## src/rtl/mux_sel_pkg.sv

```systemverilog
// Shared types and constants for the mux_sel_pipe selector and its skid buffer.
package mux_sel_pkg;

  typedef enum logic [1:0] {
    EMPTY = 2'd0,
    ONE   = 2'd1,
    TWO   = 2'd2
  } buf_state_e;

  localparam int unsigned ERR_CNT_W = 16;

  // Smallest selector width that can encode every input plus the constant code.
  function automatic int unsigned min_sel_w(input int unsigned n_inputs);
    return $clog2(n_inputs + 1);
  endfunction

endpackage

```

## src/rtl/mux_skid_buf.sv

```systemverilog
// Two-entry skid buffer with valid/ready on both sides; in_ready depends only on registered state.
module mux_skid_buf
  import mux_sel_pkg::*;
#(
  parameter int unsigned PW = 8
) (
  input  logic          clk,
  input  logic          reset_n,
  input  logic          in_valid,
  output logic          in_ready,
  input  logic [PW-1:0] in_data,
  output logic          out_valid,
  input  logic          out_ready,
  output logic [PW-1:0] out_data
);

  buf_state_e    state_q, state_d;
  logic          in_ready_q, out_valid_q;
  logic          in_ready_d, out_valid_d;
  logic [PW-1:0] out_q, skid_q;
  logic          acc, emt;
  logic          load_out_in, load_out_skid, load_skid;

  assign acc       = in_valid && in_ready_q;
  assign emt       = out_valid_q && out_ready;
  assign in_ready  = in_ready_q;
  assign out_valid = out_valid_q;
  assign out_data  = out_q;

  // State and handshake flags.
  always_ff @(posedge clk or negedge reset_n) begin
    if (!reset_n) begin
      state_q     <= EMPTY;
      in_ready_q  <= 1'b1;
      out_valid_q <= 1'b0;
    end else begin
      state_q     <= state_d;
      in_ready_q  <= in_ready_d;
      out_valid_q <= out_valid_d;
    end
  end

  // Next-state.
  always_comb begin
    state_d = state_q;
    unique case (state_q)
      EMPTY: if (acc) state_d = ONE;
      ONE: begin
        if (acc && !emt)      state_d = TWO;
        else if (!acc && emt) state_d = EMPTY;
      end
      TWO:     if (emt) state_d = ONE;
      default: state_d = EMPTY;
    endcase
  end

  // Load controls and next handshake flags.
  always_comb begin
    load_out_in   = 1'b0;
    load_out_skid = 1'b0;
    load_skid     = 1'b0;
    unique case (state_q)
      EMPTY: load_out_in = acc;
      ONE: begin
        load_out_in = acc && emt;
        load_skid   = acc && !emt;
      end
      TWO:     load_out_skid = emt;
      default: ;
    endcase
    in_ready_d  = (state_d != TWO);
    out_valid_d = (state_d != EMPTY);
  end

  // Payload registers; output holds while stalled.
  always_ff @(posedge clk or negedge reset_n) begin
    if (!reset_n) begin
      out_q  <= '0;
      skid_q <= '0;
    end else begin
      if (load_out_in)        out_q <= in_data;
      else if (load_out_skid) out_q <= skid_q;
      if (load_skid)          skid_q <= in_data;
    end
  end

endmodule

```

## src/rtl/mux_sel_pipe.sv

```systemverilog
// Registered N:1 datapath selector with constant code, range flagging and skid-buffered output.
// Optional saturating error counter when MUX_SEL_ERR_CNT_EN is defined.
module mux_sel_pipe
  import mux_sel_pkg::*;
#(
  parameter int unsigned           WIDTH     = 32,
  parameter int unsigned           N_INPUTS  = 7,
  parameter int unsigned           SEL_W     = 3,
  parameter logic [WIDTH-1:0]      CONST_VAL = WIDTH'(227)
) (
  input  logic                      clk,
  input  logic                      reset_n,
  input  logic                      in_valid,
  output logic                      in_ready,
  input  logic [SEL_W-1:0]          selector,
  input  logic [N_INPUTS*WIDTH-1:0] data_in,
  output logic                      out_valid,
  input  logic                      out_ready,
  output logic [WIDTH-1:0]          data_out,
  output logic [SEL_W-1:0]          out_sel,
`ifdef MUX_SEL_ERR_CNT_EN
  input  logic                      err_clr,
  output logic [ERR_CNT_W-1:0]      err_count,
`endif
  output logic                      sel_err
);

  localparam int unsigned PW = 1 + SEL_W + WIDTH;

  generate
    if (SEL_W < min_sel_w(N_INPUTS)) begin : g_bad_sel_w
      $error("mux_sel_pipe: SEL_W too small for N_INPUTS");
    end
    if (N_INPUTS < 2 || N_INPUTS > 15) begin : g_bad_n
      $error("mux_sel_pipe: N_INPUTS must be 2..15");
    end
  endgenerate

  logic [WIDTH-1:0] sel_data_c;
  logic             sel_err_c;
  logic [PW-1:0]    payload_in, payload_out;

  // Source selection; codes above the constant code fall back to input 0.
  always_comb begin
    sel_data_c = data_in[WIDTH-1:0];
    sel_err_c  = 1'b0;
    if (selector == SEL_W'(N_INPUTS)) begin
      sel_data_c = CONST_VAL;
    end else if (selector > SEL_W'(N_INPUTS)) begin
      sel_err_c = 1'b1;
    end else begin
      for (int k = 0; k < int'(N_INPUTS); k++) begin
        if (selector == SEL_W'(k)) sel_data_c = data_in[k*WIDTH +: WIDTH];
      end
    end
  end

  assign payload_in = {sel_err_c, selector, sel_data_c};

  mux_skid_buf #(.PW(PW)) u_skid (
    .clk      (clk),
    .reset_n  (reset_n),
    .in_valid (in_valid),
    .in_ready (in_ready),
    .in_data  (payload_in),
    .out_valid(out_valid),
    .out_ready(out_ready),
    .out_data (payload_out)
  );

  assign {sel_err, out_sel, data_out} = payload_out;

`ifdef MUX_SEL_ERR_CNT_EN
  logic [ERR_CNT_W-1:0] err_cnt_q;

  // Saturating count of out-of-range accepts; clear wins.
  always_ff @(posedge clk or negedge reset_n) begin
    if (!reset_n) begin
      err_cnt_q <= '0;
    end else if (err_clr) begin
      err_cnt_q <= '0;
    end else if (in_valid && in_ready && sel_err_c && (err_cnt_q != '1)) begin
      err_cnt_q <= err_cnt_q + ERR_CNT_W'(1);
    end
  end

  assign err_count = err_cnt_q;
`endif

endmodule

```

## config.mk

```make
export PLATFORM = sky130hd
export DESIGN_NAME = mux_sel_pipe
export DESIGN_NICKNAME = d
export VERILOG_FILES = /design/src/rtl/mux_sel_pkg.sv /design/src/rtl/mux_skid_buf.sv /design/src/rtl/mux_sel_pipe.sv
export SDC_FILE = /design/constraint.sdc
export NUM_CORES = 1
export LEC_CHECK = 0
export BUFFER_PORTS_ARGS = -buffer_cell sky130_fd_sc_hd__buf_2
export CORE_MARGIN = 2
export CORE_UTILIZATION = 49
export DETAILED_ROUTE_END_ITERATION = 10
export GPL_ROUTABILITY_DRIVEN = 0
export PLACE_DENSITY = 0.83
export SYNTH_ARGS = -nofsm -noshare
export SYNTH_HDL_FRONTEND = slang
export SYNTH_SLANG_ARGS = --single-unit
```

## constraint.sdc

```tcl
create_clock -name clk -period 1.7 [get_ports clk]
set_input_delay 0.17 -clock clk [delete_from_list [all_inputs] [get_ports clk]]
set_output_delay 0.17 -clock clk [all_outputs]
set_load 0.01 [all_outputs]
```

==> flow_metrics.py <==
metrics = {
    "status": {
        "status": "complete, no violations",
    },
    "critical_path": {
        "ff2ff_path_depth": 6,
        "cp.depth": 6,
        "crit_required_ps": 1900,
        "start_kind": "register",
        "setup.worst_path.end_class": "register",
        "crit_chain": "a21bo_4 -> nor3_4 -> buf_12 -> buf_8 -> mux2i_1 -> a31oi_1",
        "cp.arrival_ps": 1830,
        "crit_buf_inv": 2,
        "r2r-end": "u_skid.skid_q[15]",
        "path_max_fanout": 8,
        "timing_worst_setup_path_type": "register to register",
        "r2r-start": "u_skid.out_valid",
        "crit_path_max_incr_delay_ps": 430,
        "crit_slowest_cell": "dfrtp_2",
        "reg2reg_slack_ps": 70,
        "cp_top_family": "flip-flops",
    },
    "floorplan": {
        "die_w_um": 115,
        "core_area_mm2": 0.0121,
        "pin_count": 269,
        "fp.dieH_um": 115,
        "start_util_pct": 50.2,
        "die_area_mm2": 0.0133,
        "rows": 40,
    },
    "placement": {
        "placed_area_mm2": 0.00768,
        "dp.cells": 1139,
        "port_buffers": 268,
        "place_ws_ps": 71.0,
        "place_hpwl_um": 15000,
    },
    "route": {
        "detail-route-antenna-nets": 0,
        "wire_per_inst_um": 17.5,
        "vias": 6722,
        "viasPerCell": 5.76,
        "route.final.wire_length_um": 20400,
        "firstDrtPassIters": 5,
        "drt_iter0_markers": 659,
        "drc": 0,
    },
    "logic_synthesis": {
        "mappedNetlistNets": 962,
        "synth_simple_gate_area_share_pct": 14.6,
        "postSynthAreaPerCell_um2": 8.28,
        "synthMuxAreaShare_pct": 15.4,
        "ys_warn_count": 0,
        "yosysSeqAreaShare_pct": 31.4,
        "synth_top_family_by_area": "compound AO/OA/AOI/OAI gates",
        "synth-compound-area-share_pct": 28.6,
        "ys_ff_latch": 76,
        "ys_types": 50,
        "synthCells": 731,
        "synth.cell_area_mm2": 0.00605,
        "synth_fa_ha_area_share_pct": 0,
        "synth-xor-area-share_pct": 0.145,
    },
    "clocking": {
        "cts_sinks": 76,
        "cts_max_path_buffers": 2,
        "path_clk_slew_ps": 60,
        "clkLatencyLatePin_ps": 330,
        "cts_buffers": 9,
        "clockRootBuffer": "clkbuf_16",
        "cts_tree": "done",
        "h-tree-depth": 3,
    },
    "pwr": {
        "p_leak_nw": 4.11,
        "power_density_mw_per_mm2": 1170,
        "ir_drop_v": 0.000550,
    },
    "layout": {
        "post-route-util_pct": 67.4,
        "stdcell_count": 1168,
        "stdcell_area_mm2": 0.00813,
        "area_growth_pct": 34.2,
        "drive_above_1_share_pct": 36.0,
        "final_nets": 1224,
    },
    "sta": {
        "fin_ws_ps": 71.8,
        "relSlewSlack_pct": 67.3,
        "setup_viol": 0,
        "tightest_slew_ps": 489,
        "period_minus_slack_ps": 1630,
        "fin_skew_ps": 6.88,
        "tns_ps": 0,
        "hold_violations": 0,
        "rsz0062_at_grt": "false",
        "max_freq_mhz": 614,
        "finalCritPeriodShare_pct": 95.8,
        "drv_slew": 0,
    },
    "global_routing": {
        "antenna_found_initial": 3,
        "track_usage_pct": 29.5,
        "grt_overflow": 0,
        "grt_pass1_vias": 6158,
        "grt_max_degree": 46,
        "grt_pass1_wl_um": 31000,
    },
    "min_path": {
        "hold_class": "input port to register",
        "min_to": "u_skid.skid_q[3]",
        "hold_path_depth": 3,
        "hold_start": "data_in[3]",
    },
    "job": {
        "maxCapViolCount": 0,
    },
}
[through the flow]
stage,hold WS [ps],total power (W)
after global routing,218,0.0101
after CTS,185,0.00928
after global placement,82.2,0.00722
final,193,0.00954
after detailed placement,81.1,0.00737
after floorplan,-126,0.00571
[tightest hold or removal path, cell delays in order]
cell and delay [ps]:
buf_2 110, a211oi_1 70, a21oi_1 130
[synth_stat cells, drive strengths merged]
master / instances / area, um^2
mux2i: 80 / 801
dfrtp: 75 / 1880
a21oi: 68 / 344
inv: 58 / 218
nand2: 56 / 210
buf: 50 / 319
nor2: 44 / 165
o21ai: 44 / 220
a211oi: 32 / 240
o22ai: 29 / 181
a22oi: 24 / 180
nand2b: 24 / 150
and2: 22 / 138
a31oi: 18 / 119
o32ai: 17 / 149
clkbuf: 16 / 60.1
mux2: 11 / 131
nand3b: 11 / 82.6
a221oi: 8 / 82.6
nor2b: 7 / 43.8
o221ai: 6 / 52.6
nor3: 4 / 36.3
o221a: 4 / 45.0
a32o: 3 / 30.0
o211ai: 3 / 22.5
o22a: 3 / 26.3
and3: 2 / 12.5
nand3: 2 / 10.0
a21bo: 1 / 10.0
a221o: 1 / 10.0
and2b: 1 / 7.51
and3b: 1 / 8.76
and4b: 1 / 10.0
dfstp: 1 / 26.3
nand4b: 1 / 8.76
o21bai: 1 / 7.51
o32a: 1 / 10.0
xnor2: 1 / 8.76
[state kept, by name, summed over array words and instances, names as in the netlist]
name / count
u_skid.state_q: 2
u_skid.out_data: 36
u_skid.out_valid: 1
u_skid.in_ready: 1
u_skid.skid_q: 36
[layout make-up]
type	instances	area (um^2)
Antenna cell	2	5.00
Multi-Input combinational cell	531	3590
Tap cell	168	210
Inverter	58	218
Fill cell	1014	3930
Clock buffer	10	229
Sequential cell	76	1900
Clock inverter	6	63.8
Timing Repair Buffer	317	1910
[cell usage in the layout (no fill, tap or decap), types with 3 or more instances in the layout]
cell type	instances
buf_2	266
mux2i_1	80
dfrtp_1	74
a21oi_1	66
inv_1	58
nand2_1	55
nor2_1	44
o21ai_0	37
buf_4	32
a211oi_1	31
o22ai_1	29
nand2b_1	24
a22oi_1	24
and2_1	22
o32ai_1	17
a31oi_1	16
buf_12	12
nand3b_1	11
clkbuf_16	10
mux2_2	9
nor2b_1	7
o21ai_1	7
o221ai_1	6
a221oi_1	6
buf_6	4
o211ai_1	3
a32o_1	3
o22a_1	3
[how the worst max path moves through the flow]
stage                      start                   to  slack (ps)
3_5_place_dp   u_skid.state_q[0]  u_skid.out_data[29]          70
3_3_place_gp    u_skid.out_valid  u_skid.out_data[28]         120
6_report        u_skid.out_valid    u_skid.skid_q[15]          70
4_1_cts        u_skid.state_q[0]    u_skid.skid_q[24]          40
2_1_floorplan    u_skid.in_ready    u_skid.skid_q[15]         240
5_1_grt        u_skid.state_q[0]  u_skid.out_data[21]          10
[logic make-up after synthesis]
logic type             after synthesis
XOR/XNOR                             1
AND/OR/NAND/NOR                    176
buffers and inverters              124
flip-flops                          76
multiplexers                        91
AO/OA/AOI/OAI                      263
[per-layer routing]
layer | share of wire, % | vias to the layer above | track usage (%)
li1 | - | 3197 | -
met1 | 42 | 3168 | 40.4
met2 | 47 | 309 | 47.4
met3 | 7.6 | 46 | 4.90
met4 | 2.5 | 2 | 10.0
met5 | 0.064 | - | 0
[power by group]
part | internal, W | leakage (nW) | switching [W]
clock network | 0.00114 | 0.139 | 0.000743
logic | 0.00211 | 3.08 | 0.00233
registers | 0.00271 | 0.891 | 0.000512
total | 0.00596 | 4.11 | 0.00358
[repair_timing]
action,CTS,global route
hold buffers,1,0
endpoints found under the hold margin,21,0
setup endpoints to repair,1,15
resized for setup,1,9
cloned,0,2
buffers inserted,0,9
pin swaps,0,2
No activity file was read; power rests on OpenSTA's default activity.
